$ cat config.mk
export PLATFORM = sky130hd
export DESIGN_NAME = mac_kbd_link
export DESIGN_NICKNAME = d
export VERILOG_FILES = /design/src/rtl/mac_kbd_link.sv
export SDC_FILE = /design/constraint.sdc
export NUM_CORES = 1
export LEC_CHECK = 0
export ABC_AREA = 1
export ABC_CLOCK_PERIOD_IN_PS = 5920
export BUFFER_PORTS_ARGS = -buffer_cell sky130_fd_sc_hd__buf_2
export CAP_MARGIN = 20
export CORE_AREA = 2 2 148 78
export DETAILED_ROUTE_END_ITERATION = 10
export DIE_AREA = 0 0 150 80
export GPL_TIMING_DRIVEN = 1
export PLACE_DENSITY = 0.47
export SETUP_SLACK_MARGIN = 0.15
export SYNTH_ARGS = -nofsm -noshare
export SYNTH_HDL_FRONTEND = slang
export SYNTH_SLANG_ARGS = --single-unit
$ cat constraint.sdc
create_clock -name clk -period 5.92 [get_ports clk]
set_clock_uncertainty 0.2 [all_clocks]
set_input_delay 0.888 -clock clk [delete_from_list [all_inputs] [get_ports clk]]
set_output_delay 0.888 -clock clk [all_outputs]
set_load 0.01 [all_outputs]
$ cat src/rtl/mac_kbd_link.sv
// Mac keyboard-line engine: generates kbdclk, shifts commands in from the Mac and shifts queued replies out.
// Optional reply timeout is enabled with `define KBD_REPLY_TIMEOUT_EN (sends NULL_BYTE when no reply arrives).
//
//  state      | meaning
//  -----------+-----------------------------------------------------------
//  IDLE       | line released, kbdclk high, waiting for the Mac to pull data low
//  RX_CMD     | clocking 8 command bits in from the Mac, MSB first
//  WAIT_REPLY | command delivered, waiting for data high and a queued reply
//  TX_REPLY   | clocking 8 reply bits out to the Mac, MSB first
module mac_kbd_link #(
  parameter int         HALF_PERIOD   = 1300,
  parameter int         FIFO_AW       = 2,
  parameter logic [7:0] NULL_BYTE     = 8'h7B,
  parameter int         TIMEOUT_TICKS = 2000000
) (
  input  logic             clk,
  input  logic             reset,
  input  logic             ce,
  input  logic             kbddat_i,
  output logic             kbdclk,
  output logic             kbddata_o,
  output logic [7:0]       cmd_data,
  output logic             cmd_strobe,
  input  logic [7:0]       key_data,
  input  logic             key_strobe,
  output logic [FIFO_AW:0] fifo_level,
  output logic             overflow
);

  localparam int                CW         = $clog2(HALF_PERIOD + 1);
  localparam int                DEPTH      = 1 << FIFO_AW;
  localparam logic [CW-1:0]     HALF_TC    = CW'(HALF_PERIOD);
  localparam logic [CW-1:0]     CNT_ONE    = CW'(1);
  localparam logic [FIFO_AW:0]  LEVEL_FULL = (FIFO_AW + 1)'(DEPTH);
  localparam logic [FIFO_AW:0]  PTR_ONE    = (FIFO_AW + 1)'(1);

  if (HALF_PERIOD < 1 || FIFO_AW < 1 || TIMEOUT_TICKS < 2) begin : g_param_check
    $error("mac_kbd_link: HALF_PERIOD>=1, FIFO_AW>=1 and TIMEOUT_TICKS>=2 required");
  end

  typedef enum logic [1:0] {
    IDLE       = 2'd0,
    RX_CMD     = 2'd1,
    WAIT_REPLY = 2'd2,
    TX_REPLY   = 2'd3
  } state_t;

  state_t           state, state_nxt;
  logic [CW-1:0]    tick_cnt;
  logic [2:0]       bitcnt;
  logic [7:0]       shreg;
  logic [7:0]       txreg;

  logic [7:0]       mem [DEPTH];
  logic [FIFO_AW:0] wr_ptr, rd_ptr;
  logic             fifo_empty, fifo_full;
  logic             push_req, push, push_drop, pop;

  logic             shifting, half_tc, edge_rise, last_bit;

  assign fifo_level = wr_ptr - rd_ptr;
  assign fifo_empty = (fifo_level == '0);
  assign fifo_full  = (fifo_level == LEVEL_FULL);

  assign shifting  = (state == RX_CMD) || (state == TX_REPLY);
  assign half_tc   = (tick_cnt == HALF_TC);
  assign edge_rise = shifting && half_tc && !kbdclk;
  assign last_bit  = (bitcnt == 3'd7);

`ifdef KBD_REPLY_TIMEOUT_EN
  localparam int            TW       = $clog2(TIMEOUT_TICKS);
  localparam logic [TW-1:0] TIMER_TC = TW'(TIMEOUT_TICKS - 1);
  localparam logic [TW-1:0] TMR_ONE  = TW'(1);

  logic [TW-1:0] timer;
  logic          load_null;

  // Counts only while the Mac is ready and nothing is queued; any state change restarts it.
  always_ff @(posedge clk) begin
    if (reset) begin
      timer <= '0;
    end else if (ce) begin
      if (state != WAIT_REPLY || state_nxt != state)
        timer <= '0;
      else if (kbddat_i)
        timer <= timer + TMR_ONE;
    end
  end
`endif

  always_comb begin
    state_nxt = state;
    pop       = 1'b0;
`ifdef KBD_REPLY_TIMEOUT_EN
    load_null = 1'b0;
`endif
    case (state)
      IDLE:       if (!kbddat_i) state_nxt = RX_CMD;
      RX_CMD:     if (edge_rise && last_bit) state_nxt = WAIT_REPLY;
      WAIT_REPLY: begin
        if (kbddat_i && !fifo_empty) begin
          pop       = ce;
          state_nxt = TX_REPLY;
        end
`ifdef KBD_REPLY_TIMEOUT_EN
        else if (kbddat_i && timer == TIMER_TC) begin
          load_null = ce;
          state_nxt = TX_REPLY;
        end
`endif
      end
      TX_REPLY:   if (edge_rise && last_bit) state_nxt = IDLE;
      default:    state_nxt = IDLE;
    endcase
  end

  always_ff @(posedge clk) begin
    if (reset) begin
      state      <= IDLE;
      tick_cnt   <= '0;
      kbdclk     <= 1'b1;
      kbddata_o  <= 1'b1;
      bitcnt     <= '0;
      shreg      <= '0;
      txreg      <= NULL_BYTE;
      cmd_data   <= '0;
      cmd_strobe <= 1'b0;
    end else begin
      cmd_strobe <= 1'b0;
      if (ce) begin
        state <= state_nxt;
        case (state)
          IDLE: begin
            tick_cnt  <= '0;
            kbdclk    <= 1'b1;
            kbddata_o <= 1'b1;
            bitcnt    <= '0;
          end
          RX_CMD, TX_REPLY: begin
            if (half_tc) begin
              tick_cnt <= '0;
              kbdclk   <= ~kbdclk;
              if (kbdclk) begin
                // falling edge: Mac data is sampled, reply data is launched
                if (state == RX_CMD)
                  shreg <= {shreg[6:0], kbddat_i};
                else
                  kbddata_o <= txreg[3'd7 - bitcnt];
              end else begin
                bitcnt <= bitcnt + 3'd1;
                if (state == RX_CMD && last_bit) begin
                  cmd_data   <= shreg;
                  cmd_strobe <= 1'b1;
                end
              end
            end else begin
              tick_cnt <= tick_cnt + CNT_ONE;
            end
          end
          WAIT_REPLY: begin
            tick_cnt <= '0;
            kbdclk   <= 1'b1;
            bitcnt   <= '0;
            if (pop)
              txreg <= mem[rd_ptr[FIFO_AW-1:0]];
`ifdef KBD_REPLY_TIMEOUT_EN
            else if (load_null)
              txreg <= NULL_BYTE;
`endif
          end
          default: begin
            tick_cnt <= '0;
            kbdclk   <= 1'b1;
          end
        endcase
      end
    end
  end

  // A full FIFO still accepts a push when the head leaves in the same tick;
  // an empty FIFO never pops, so a same-tick push is popped one tick later.
  assign push_req  = ce && key_strobe && !reset;
  assign push      = push_req && (!fifo_full || pop);
  assign push_drop = push_req && fifo_full && !pop;

  always_ff @(posedge clk) begin
    if (reset) begin
      wr_ptr   <= '0;
      rd_ptr   <= '0;
      overflow <= 1'b0;
    end else begin
      if (push)
        wr_ptr <= wr_ptr + PTR_ONE;
      if (pop)
        rd_ptr <= rd_ptr + PTR_ONE;
      if (push_drop)
        overflow <= 1'b1;
    end
  end

  always_ff @(posedge clk) begin
    if (push)
      mem[wr_ptr[FIFO_AW-1:0]] <= key_data;
  end

endmodule

==> results.txt <==
DR WL/cell = 14.9 um
Total grt overflow = 0
Vias after detailed routing = 2,837
Post-synthesis cell count = 423
Total die area = 0.0120 sq mm
Largest net degree at the start of global routing = 30
Synth Area per Inst = 8.60 sq um
Max cap viols = 0
DRC viols = 0
Pre-antenna DRT Iters = 4
Worst hold path depth = 2
Reg clk slew, reported paths = 60 ps
Seq cells post-synth = 82
Crit-path most repeated cell = nand2_1
Area leader, netlist = dfxtp_1
Site Rows = 27
CTS tree = done
Share of cells above drive strength 1 = 0.126
Vias in the first global route = 2,694
# IOs = 28
Critical path type = reg -> reg
CP Capture Type = flip-flop
Worst-margin pin slew = 828 ps
Worst-Skew Late Latency = 330 ps
H-tree depth = 3
Final worst-path cycle share = 0.538
Worst r2r path cells = 7
Yosys Warn Count = 0
Post-CTS sizing = 0
TritonCTS buffer count = 9
Fin cells = 604
HP Start = kbddata_o$_SDFFE_PP1P_
Sequential fraction of the synthesis area = 0.539
Final hold vios = 0
Cell Area, Placed = 0.00392 sq mm
Slew HR = 0.447
Antenna-violating nets left = 0
Outcome = finished clean
Max Slew Vio Count = 0
Yosys top cell area share = 0.275
Post-CTS Setup Bufs = 0
Fin area = 0.00421 sq mm
WP data required = 5680 ps
Drt total wl = 8980 um
Crit path max fanout = 19
Die Ht = 80 um
Power Density = 306 mW/mm^2
Slowest cell delay on critical path = 660 ps
Gp weighted congestion = 0.903
Initial antenna violation count = 0
Area delta synth->final = 15.7%
Synth area leaders = dfxtp_1 28%, edfxtp_1 26%, nor2_1 8.4%
Vias per Instance = 4.70
Reg2Reg Launch Point = rd_ptr[0]$_SDFFE_PP0P_
Clock sinks = 82
Root Driver = clkbuf_16
Final setup TNS = 0 ps
WP data arrival = 2950 ps
WHS Endpoint = kbddata_o$_SDFFE_PP1P_
Async S/R FF share, synth = 0
Leakage = 1.76 nW
Starting DRT DRC Count = 174
Distinct cell type count of the synthesized netlist = 34
Register-to-register setup slack = 2730 ps
Peak VDD IR = 0.137 mV
RSZ-0062 raised after global routing = false
Netlist area before placement = 0.00364 sq mm
Max Root-Sink Buffers = 2
Initial Util = 0.341
CP startpoint kind = flip-flop
Post-synth EDFFs = 32
Min-Delay Path Class = reg -> reg
Nets = 482
Most common flop cell mapped by yosys = dfxtp_1
CTS Hold Bufs = 0
Global-route wire length before repair = 14,800 um
RR Endpoint = mem[3][4]$_DFFE_PP_
Cells after DPL = 588
Chip Width = 150 um
Fmax = 314 MHz
Syn nets = 451
GRT Util Overall = 0.168
Slowest cell on crit path = dfxtp_1
Core footprint = 0.0107 sq mm
Final setup violation count = 0
DP HPWL = 6720 um
Ant. Diodes = 0
Port bufs = 27
Crit path time final = 3190 ps
CP Cell Sequence = ha_1 -> fa_1 -> nand2_1 -> inv_1 -> o2111ai_1 -> nand2_1 -> nor2_1
-- kinds of logic after synthesis --
logic type,after synthesis,share of synthesized area
AO/OA/AOI/OAI,69,0.101
AND/OR/NAND/NOR,201,0.240
buffers and inverters,52,0.0560
XOR/XNOR,4,0.00963
adder cells (fa/ha/maj),15,0.0536
flip-flops,82,0.539
-- layout make-up --
| cell class | instances | area [sq um] |
|---|---|---|
| clock buffers | 10 | 229 |
| clock inverters | 6 | 57.6 |
| fillers | 1083 | 6460 |
| inverters | 45 | 173 |
| multi-input cells | 289 | 1470 |
| flip-flops and latches | 82 | 1960 |
| well taps | 145 | 181 |
| repair buffers | 27 | 135 |
-- per-stage QoR --
step,hold WS [ps],util,setup slack [ps],power (W)
2_1_floorplan,242,-,3370,0.000711
3_3_place_gp,260,0.368,2840,0.000755
3_5_place_dp,263,0.368,2750,0.000753
4_1_cts,278,0.394,2730,0.00130
5_1_grt,287,0.394,2370,0.00135
6_report,271,0.394,2730,0.00129
-- synthesized netlist by cell type (2+ instances only) --
cell type	n
a21oi_1	17
clkbuf_1	4
dfxtp_1	50
edfxtp_1	32
ha_1	14
inv_1	38
inv_2	4
nand2_1	76
nand3_1	27
nand3_2	2
nor2_1	81
nor2_2	2
nor3_1	5
nor3_2	3
nor3_4	2
o21ai_0	38
o22ai_1	9
xor2_1	3
-- where the power goes --
group	switching [W]	internal (W)
sequential	0.0000133	0.000600
combinational	0.0000861	0.0000416
clock	0.000225	0.000323
-- worst max path at each step --
stage / start / to / slack, ps
finish: rd_ptr[0]$_SDFFE_PP0P_ / mem[3][4]$_DFFE_PP_ / 2730
CTS: rd_ptr[0]$_SDFFE_PP0P_ / mem[3][4]$_DFFE_PP_ / 2730
global placement: rd_ptr[0]$_SDFFE_PP0P_ / mem[3][3]$_DFFE_PP_ / 2840
global route: rd_ptr[0]$_SDFFE_PP0P_ / mem[1][1]$_DFFE_PP_ / 2370
detailed placement: rd_ptr[0]$_SDFFE_PP0P_ / mem[3][0]$_DFFE_PP_ / 2750
floorplan: wr_ptr[0]$_SDFFE_PP0P_ / mem[0][0]$_DFFE_PP_ / 3370
-- flip-flops by register name (all words and copies together), names as in the netlist --
register    count
cmd_data        8
wr_ptr          3
kbddata_o       1
mem            32
cmd_strobe      1
bitcnt          3
shreg           8
rd_ptr          3
kbdclk          1
state           2
overflow        1
txreg           8
tick_cnt       11
-- per-layer routing --
layer,share of wire,global-route usage
met1,0.60,0.277
met2,0.32,0.187
met3,0.064,0.0640
met4,0.010,0.0443
met5,0,0
-- worst max-delay path: cells and delay by family (launching register included) --
kind,cells,cell delay [ps]
and+or+nand+nor,3,990
adders and majority gates,2,700
DFF,1,660
AOI/OAI and AO/OA,1,220
buffers and inverters,1,50
-- cell usage in the layout (no fill, tap or decap), drive strengths merged --
master,count
dfxtp,50
a21oi,18
o21ai,39
clkbuf,10
o211ai,1
inv,43
buf,27
o31ai,1
nand3,29
xnor2,1
nor4,1
nor2,84
xor2,3
nand3b,1
fa,1
clkinvlp,2
bufinv,1
o2111ai,1
nand2,76
o22ai,9
nor3,10
clkinv,5
edfxtp,32
ha,14
(Power assumes the default switching activity.)
